<file path="config.mk">
export PLATFORM = sky130hd
export DESIGN_NAME = write_address_traversal
export DESIGN_NICKNAME = d
export VERILOG_FILES = /design/src/rtl/write_address_traversal.sv
export SDC_FILE = /design/constraint.sdc
export NUM_CORES = 1
export LEC_CHECK = 0
export ABC_AREA = 1
export CELL_PAD_IN_SITES_DETAIL_PLACEMENT = 1
export CELL_PAD_IN_SITES_GLOBAL_PLACEMENT = 1
export CORE_ASPECT_RATIO = 0.5
export CORE_MARGIN = 2
export CORE_UTILIZATION = 43
export DETAILED_ROUTE_END_ITERATION = 8
export PLACE_DENSITY = 0.95
export RECOVER_POWER = 100
export SLEW_MARGIN = 25
export SYNTH_ARGS = -nofsm -noshare
export SYNTH_HDL_FRONTEND = slang
export SYNTH_SLANG_ARGS = --single-unit
</file>
<file path="constraint.sdc">
create_clock -name CLK_48MHZ -period 6.39 [get_ports CLK_48MHZ]
set_input_delay 0.639 -clock CLK_48MHZ [delete_from_list [all_inputs] [get_ports CLK_48MHZ]]
set_output_delay 0.639 -clock CLK_48MHZ [all_outputs]
set_load 0.02 [all_outputs]
</file>
<file path="src/rtl/write_address_traversal.sv">
// Write-side SDRAM address walker: one write command per logged word, address
// advances on controller completion, fill level tracked against read consumption.
//
// state       | meaning
// ------------+-------------------------------------------------------------
// S_IDLE      | waiting for WR_REQ while not FULL
// S_ISSUE     | WR_EN high for one cycle, timeout counter cleared
// S_WAIT_DONE | waiting for WR_DONE, timeout counter running
// S_ADVANCE   | WR_ACCEPT high for one cycle, address and fill step on exit
module write_address_traversal #(
  parameter int unsigned TIMEOUT_CYCLES = 255,
  parameter int unsigned FULL_LEVEL     = 16777216
) (
  input  logic        CLK_48MHZ,
  input  logic        RESET,
  input  logic        WR_REQ,
  input  logic        WR_DONE,
  input  logic        RD_NEXT,
  output logic [1:0]  BA_WRITE_OUT,
  output logic [8:0]  COL_WRITE_OUT,
  output logic [12:0] ROW_WRITE_OUT,
  output logic        WR_EN,
  output logic        WR_ACCEPT,
  output logic        FULL,
  output logic        EMPTY,
  output logic [24:0] FILL_COUNT,
  output logic [7:0]  WRAP_COUNT,
  output logic        ERR_TIMEOUT,
  output logic        ERR_UNDERFLOW
);

  localparam int TW = (TIMEOUT_CYCLES > 1) ? $clog2(TIMEOUT_CYCLES + 1) : 1;
  localparam logic [TW-1:0] TMO_LAST  = TW'(TIMEOUT_CYCLES - 1);
  localparam logic [TW-1:0] TMO_ONE   = TW'(1);
  localparam logic [24:0]   FULL_LVL  = 25'(FULL_LEVEL);

  typedef enum logic [1:0] {
    S_IDLE      = 2'd0,
    S_ISSUE     = 2'd1,
    S_WAIT_DONE = 2'd2,
    S_ADVANCE   = 2'd3
  } state_e;

  state_e        state_q, state_d;
  logic [23:0]   wr_count_q, wr_count_d;
  logic [24:0]   fill_q, fill_d;
  logic [7:0]    wrap_q, wrap_d;
  logic [TW-1:0] tmo_q, tmo_d;
  logic          err_to_q, err_to_d;
  logic          err_uf_q, err_uf_d;
  logic          full, empty, fill_inc, fill_dec;

  assign full  = (fill_q >= FULL_LVL);
  assign empty = (fill_q == 25'd0);

  always_comb begin
    state_d    = state_q;
    wr_count_d = wr_count_q;
    wrap_d     = wrap_q;
    tmo_d      = tmo_q;
    err_to_d   = err_to_q;
    unique case (state_q)
      S_IDLE: begin
        if (WR_REQ && !full) state_d = S_ISSUE;
      end
      S_ISSUE: begin
        tmo_d   = '0;
        state_d = S_WAIT_DONE;
      end
      S_WAIT_DONE: begin
        if (WR_DONE) begin
          state_d = S_ADVANCE;
        end else begin
          tmo_d = tmo_q + TMO_ONE;
          // counter reaches TIMEOUT_CYCLES on this edge: reissue the same address
          if (tmo_q == TMO_LAST) begin
            err_to_d = 1'b1;
            state_d  = S_ISSUE;
          end
        end
      end
      S_ADVANCE: begin
        state_d    = S_IDLE;
        wr_count_d = wr_count_q + 24'd1;
        if (wr_count_q == 24'hFF_FFFF && wrap_q != 8'hFF) wrap_d = wrap_q + 8'd1;
      end
      default: state_d = S_IDLE;
    endcase
  end

  // Simultaneous commit and read leave the fill level unchanged.
  always_comb begin
    fill_inc = (state_q == S_ADVANCE);
    fill_dec = RD_NEXT && !empty;
    fill_d   = fill_q;
    err_uf_d = err_uf_q;
    if (RD_NEXT && empty) err_uf_d = 1'b1;
    if (fill_inc && !fill_dec)      fill_d = fill_q + 25'd1;
    else if (!fill_inc && fill_dec) fill_d = fill_q - 25'd1;
  end

  always_ff @(posedge CLK_48MHZ or negedge RESET) begin
    if (!RESET) begin
      state_q    <= S_IDLE;
      wr_count_q <= '0;
      fill_q     <= '0;
      wrap_q     <= '0;
      tmo_q      <= '0;
      err_to_q   <= 1'b0;
      err_uf_q   <= 1'b0;
    end else begin
      state_q    <= state_d;
      wr_count_q <= wr_count_d;
      fill_q     <= fill_d;
      wrap_q     <= wrap_d;
      tmo_q      <= tmo_d;
      err_to_q   <= err_to_d;
      err_uf_q   <= err_uf_d;
    end
  end

  assign BA_WRITE_OUT  = wr_count_q[23:22];
  assign COL_WRITE_OUT = wr_count_q[21:13];
  assign ROW_WRITE_OUT = wr_count_q[12:0];
  assign WR_EN         = (state_q == S_ISSUE);
  assign WR_ACCEPT     = (state_q == S_ADVANCE);
  assign FULL          = full;
  assign EMPTY         = empty;
  assign FILL_COUNT    = fill_q;
  assign WRAP_COUNT    = wrap_q;
  assign ERR_TIMEOUT   = err_to_q;
  assign ERR_UNDERFLOW = err_uf_q;

endmodule

</file>
==> reports/results.ini <==
[final_layout]
mostFrequentLayoutCells = nand2_1 (268), inv_1 (120), dfrtp_1 (69)
nNetsFinal = 835
layout_commonest_cell = nand2_1
stdcell_area_mm2 = 0.006051
fin_util_pct = 54.28
final_layout_size_suffix_gt1_share_pct = 3.975
area_growth_pct = 21.08

[setup_path]
critical_path.cell_chain = buf_2 -> clkbuf_1
worst_ep_required_time_ns = 5.93
r2r-start = FILL_COUNT[19]
critPathCaptureType = asynchronous set/reset pin
cp_num_cells = 2
r2r_end = FILL_COUNT[8]
cpPeakStageDelay_ns = 2.76
arrival_ns = 3.54
critPathMaxFanout = 69
startpoint = RESET
r2r_cells = 18
slowest_stage = clkbuf_1
critical-path-top-delay-family = buffers and inverters
ff2ff_setup_slack_ns = 2.42
worst-setup-path-type = primary input to asynchronous set/reset pin
crit_end = FILL_COUNT[11]
cp_num_buf_inv = 2
critPathLaunchType = primary input

[clocking]
hold_buffers = 0
htree_levels = 3
insertion_delay_ns = 0.35
cts_setup_buffers = 0
cts_resized = 0
cts_buffers = 9
cts_root_buffer = clkbuf_16
cts.sinks = 69
clk_pin_slew_worst_paths_ns = 0.06
clk_path_buf_depth = 2
cts_tree = yes

[synth]
synth_compound_area_share_pct = 4.832
synthAdderAreaFrac_pct = 7.661
syn_nets = 761
syn_inst = 726
muxShareOfSynthArea_pct = 0
seq_area_frac_synth_pct = 34.55
ys_seq_elements = 69
ys_types = 36
synth-async-reset-ratio_pct = 100.0
synth-main-ff-cell = dfrtp_1
synth_top_family_by_area = simple AND/OR/NAND/NOR gates
synth_edf_count = 0
syn_area_mm2 = 0.004997
yosysWarnings = 0
syn_avg_cell_area_um2 = 6.883
synth-xor-area-share_pct = 5.784
synthSimpleGateAreaFrac_pct = 37.53

[run_status]
violations = max-capacitance violations, max-slew violations
outcome = finished with violations

[grt]
antenna_found_initial = 1
grt.overflow.total = 0
grt_pass1_wl_um = 28800
grt_use_total_pct = 29.32
grt_pass1_vias = 5698
grt_max_degree = 70

[timing]
rsz0062_at_grt = no
finalSetupTns_ns = 0
timing.hold.ws_ns = 0.4613
fin_worst_skew_ns = 0.008836
worst_pin_slew_ns = 3.964
finalSetupViolCount = 0
fin_crit_ns = 4.000
min_period_over_period_pct = 62.60
hold_viol = 0
maxSlewViolCount = 70
maxSlewHeadroom_pct = -164.2
fmax_ghz = 0.2500

[placement]
gp_congestion = 0.9114
placed_area_mm2 = 0.005837
portBuffers = 67
hpwl_um = 11960

[job]
max_cap_viol_count = 1

[detailed_routing]
vias_per_cell = 5.476
drt_iter0_drc = 268
drtAntennaViolNets = 0
drt_wl_total_um = 17320
drc = 0
wl_per_cell_um = 18.21
vias = 5208
drtPass1Iterations = 4

[power_and_ir_drop]
p_leak_nw = 3.411
vdd_drop_max_mv = 0.2586
pwr_density_cell_mw_per_mm2 = 555.7

[floorplanning]
num_io_pins = 68
fp.dieW_um = 156.5
die_h_um = 80.23
coreArea_mm2 = 0.01115
design.die.area_mm2 = 0.01255
rows = 27
start_util_pct = 44.83

[worst_hold_path]
hp-class = flip-flop to flip-flop

[report_power, final]
group          total, W  leakage, nW  switching, W  internal, W
registers      0.000706        0.899      0.000152     0.000554
clock network  0.000514        0.144      0.000238     0.000277
logic           0.00214         2.37       0.00145     0.000695
[layout make-up]
class	instances	area, um^2
Fill cell	1445	5097
Multi-Input combinational cell	530	2716
Sequential cell	69	1727
Timing Repair Buffer	69	673.1
Inverter	121	455.4
Clock buffer	9	225.2
Tap cell	145	181.4
Clock inverter	7	70.07
Antenna cell	1	2.502
[through the flow]
step,total power (W),cells,setup slack [ns]
after global routing,0.003630,951,1.696
after floorplan,0.002053,726,3.407
after detailed placement,0.002749,934,2.657
after CTS,0.003372,950,2.578
final,0.003362,951,2.390
after global placement,0.002637,934,2.763
[registers in the layout, summed over array words and instances (netlist names)]
name,cells
ERR_UNDERFLOW,1
tmo_q,8
WRAP_COUNT,8
ERR_TIMEOUT,1
FILL_COUNT,25
state_q,2
wr_count_q,24
[Yosys cell counts, drive strengths merged, types with 3 or more instances]
cell type,n,area [um^2]
nand3b,9,67.56
nand2,271,1056
nand3,55,280.3
ha,29,362.9
xnor2,19,166.4
xor2,14,122.6
a21oi,18,90.09
dfrtp,69,1727
inv,120,450.4
o21ai,16,87.59
nor4,3,18.77
nand4,15,93.84
nor2,52,230.2
clkbuf,6,22.52
nor3,8,45.04
or2,7,43.79
[worst min-delay path by stage]
stage                        from             to  slack [ns]  depth (start not counted)
detailed placement  ERR_UNDERFLOW  ERR_UNDERFLOW        0.46                          2
floorplan                   RESET    ERR_TIMEOUT        0.34                          0
CTS                 ERR_UNDERFLOW  ERR_UNDERFLOW        0.48                          2
finish              ERR_UNDERFLOW  ERR_UNDERFLOW        0.46                          2
global route        ERR_UNDERFLOW  ERR_UNDERFLOW        0.51                          2
global placement    ERR_UNDERFLOW  ERR_UNDERFLOW        0.45                          2
[routing by layer]
metal,GRT usage (%),wire (um),vias up
met1,36.88,7726,2581
met3,5.720,825,49
met4,10.37,471,0
met2,50.75,8293,163
met5,0,0,-
li1,-,-,2415
[cell families (layout without fill, tap and decap cells)]
group / Yosys count / count (layout)
DFF: 69 / 69
AOI/OAI and AO/OA: 41 / 41
other: 0 / 1
buffers and inverters: 127 / 206
xor gates and xnor gates: 33 / 33
and+or+nand+nor: 426 / 426
adders and majority gates: 30 / 30
Power figures use the tool's default switching activity.
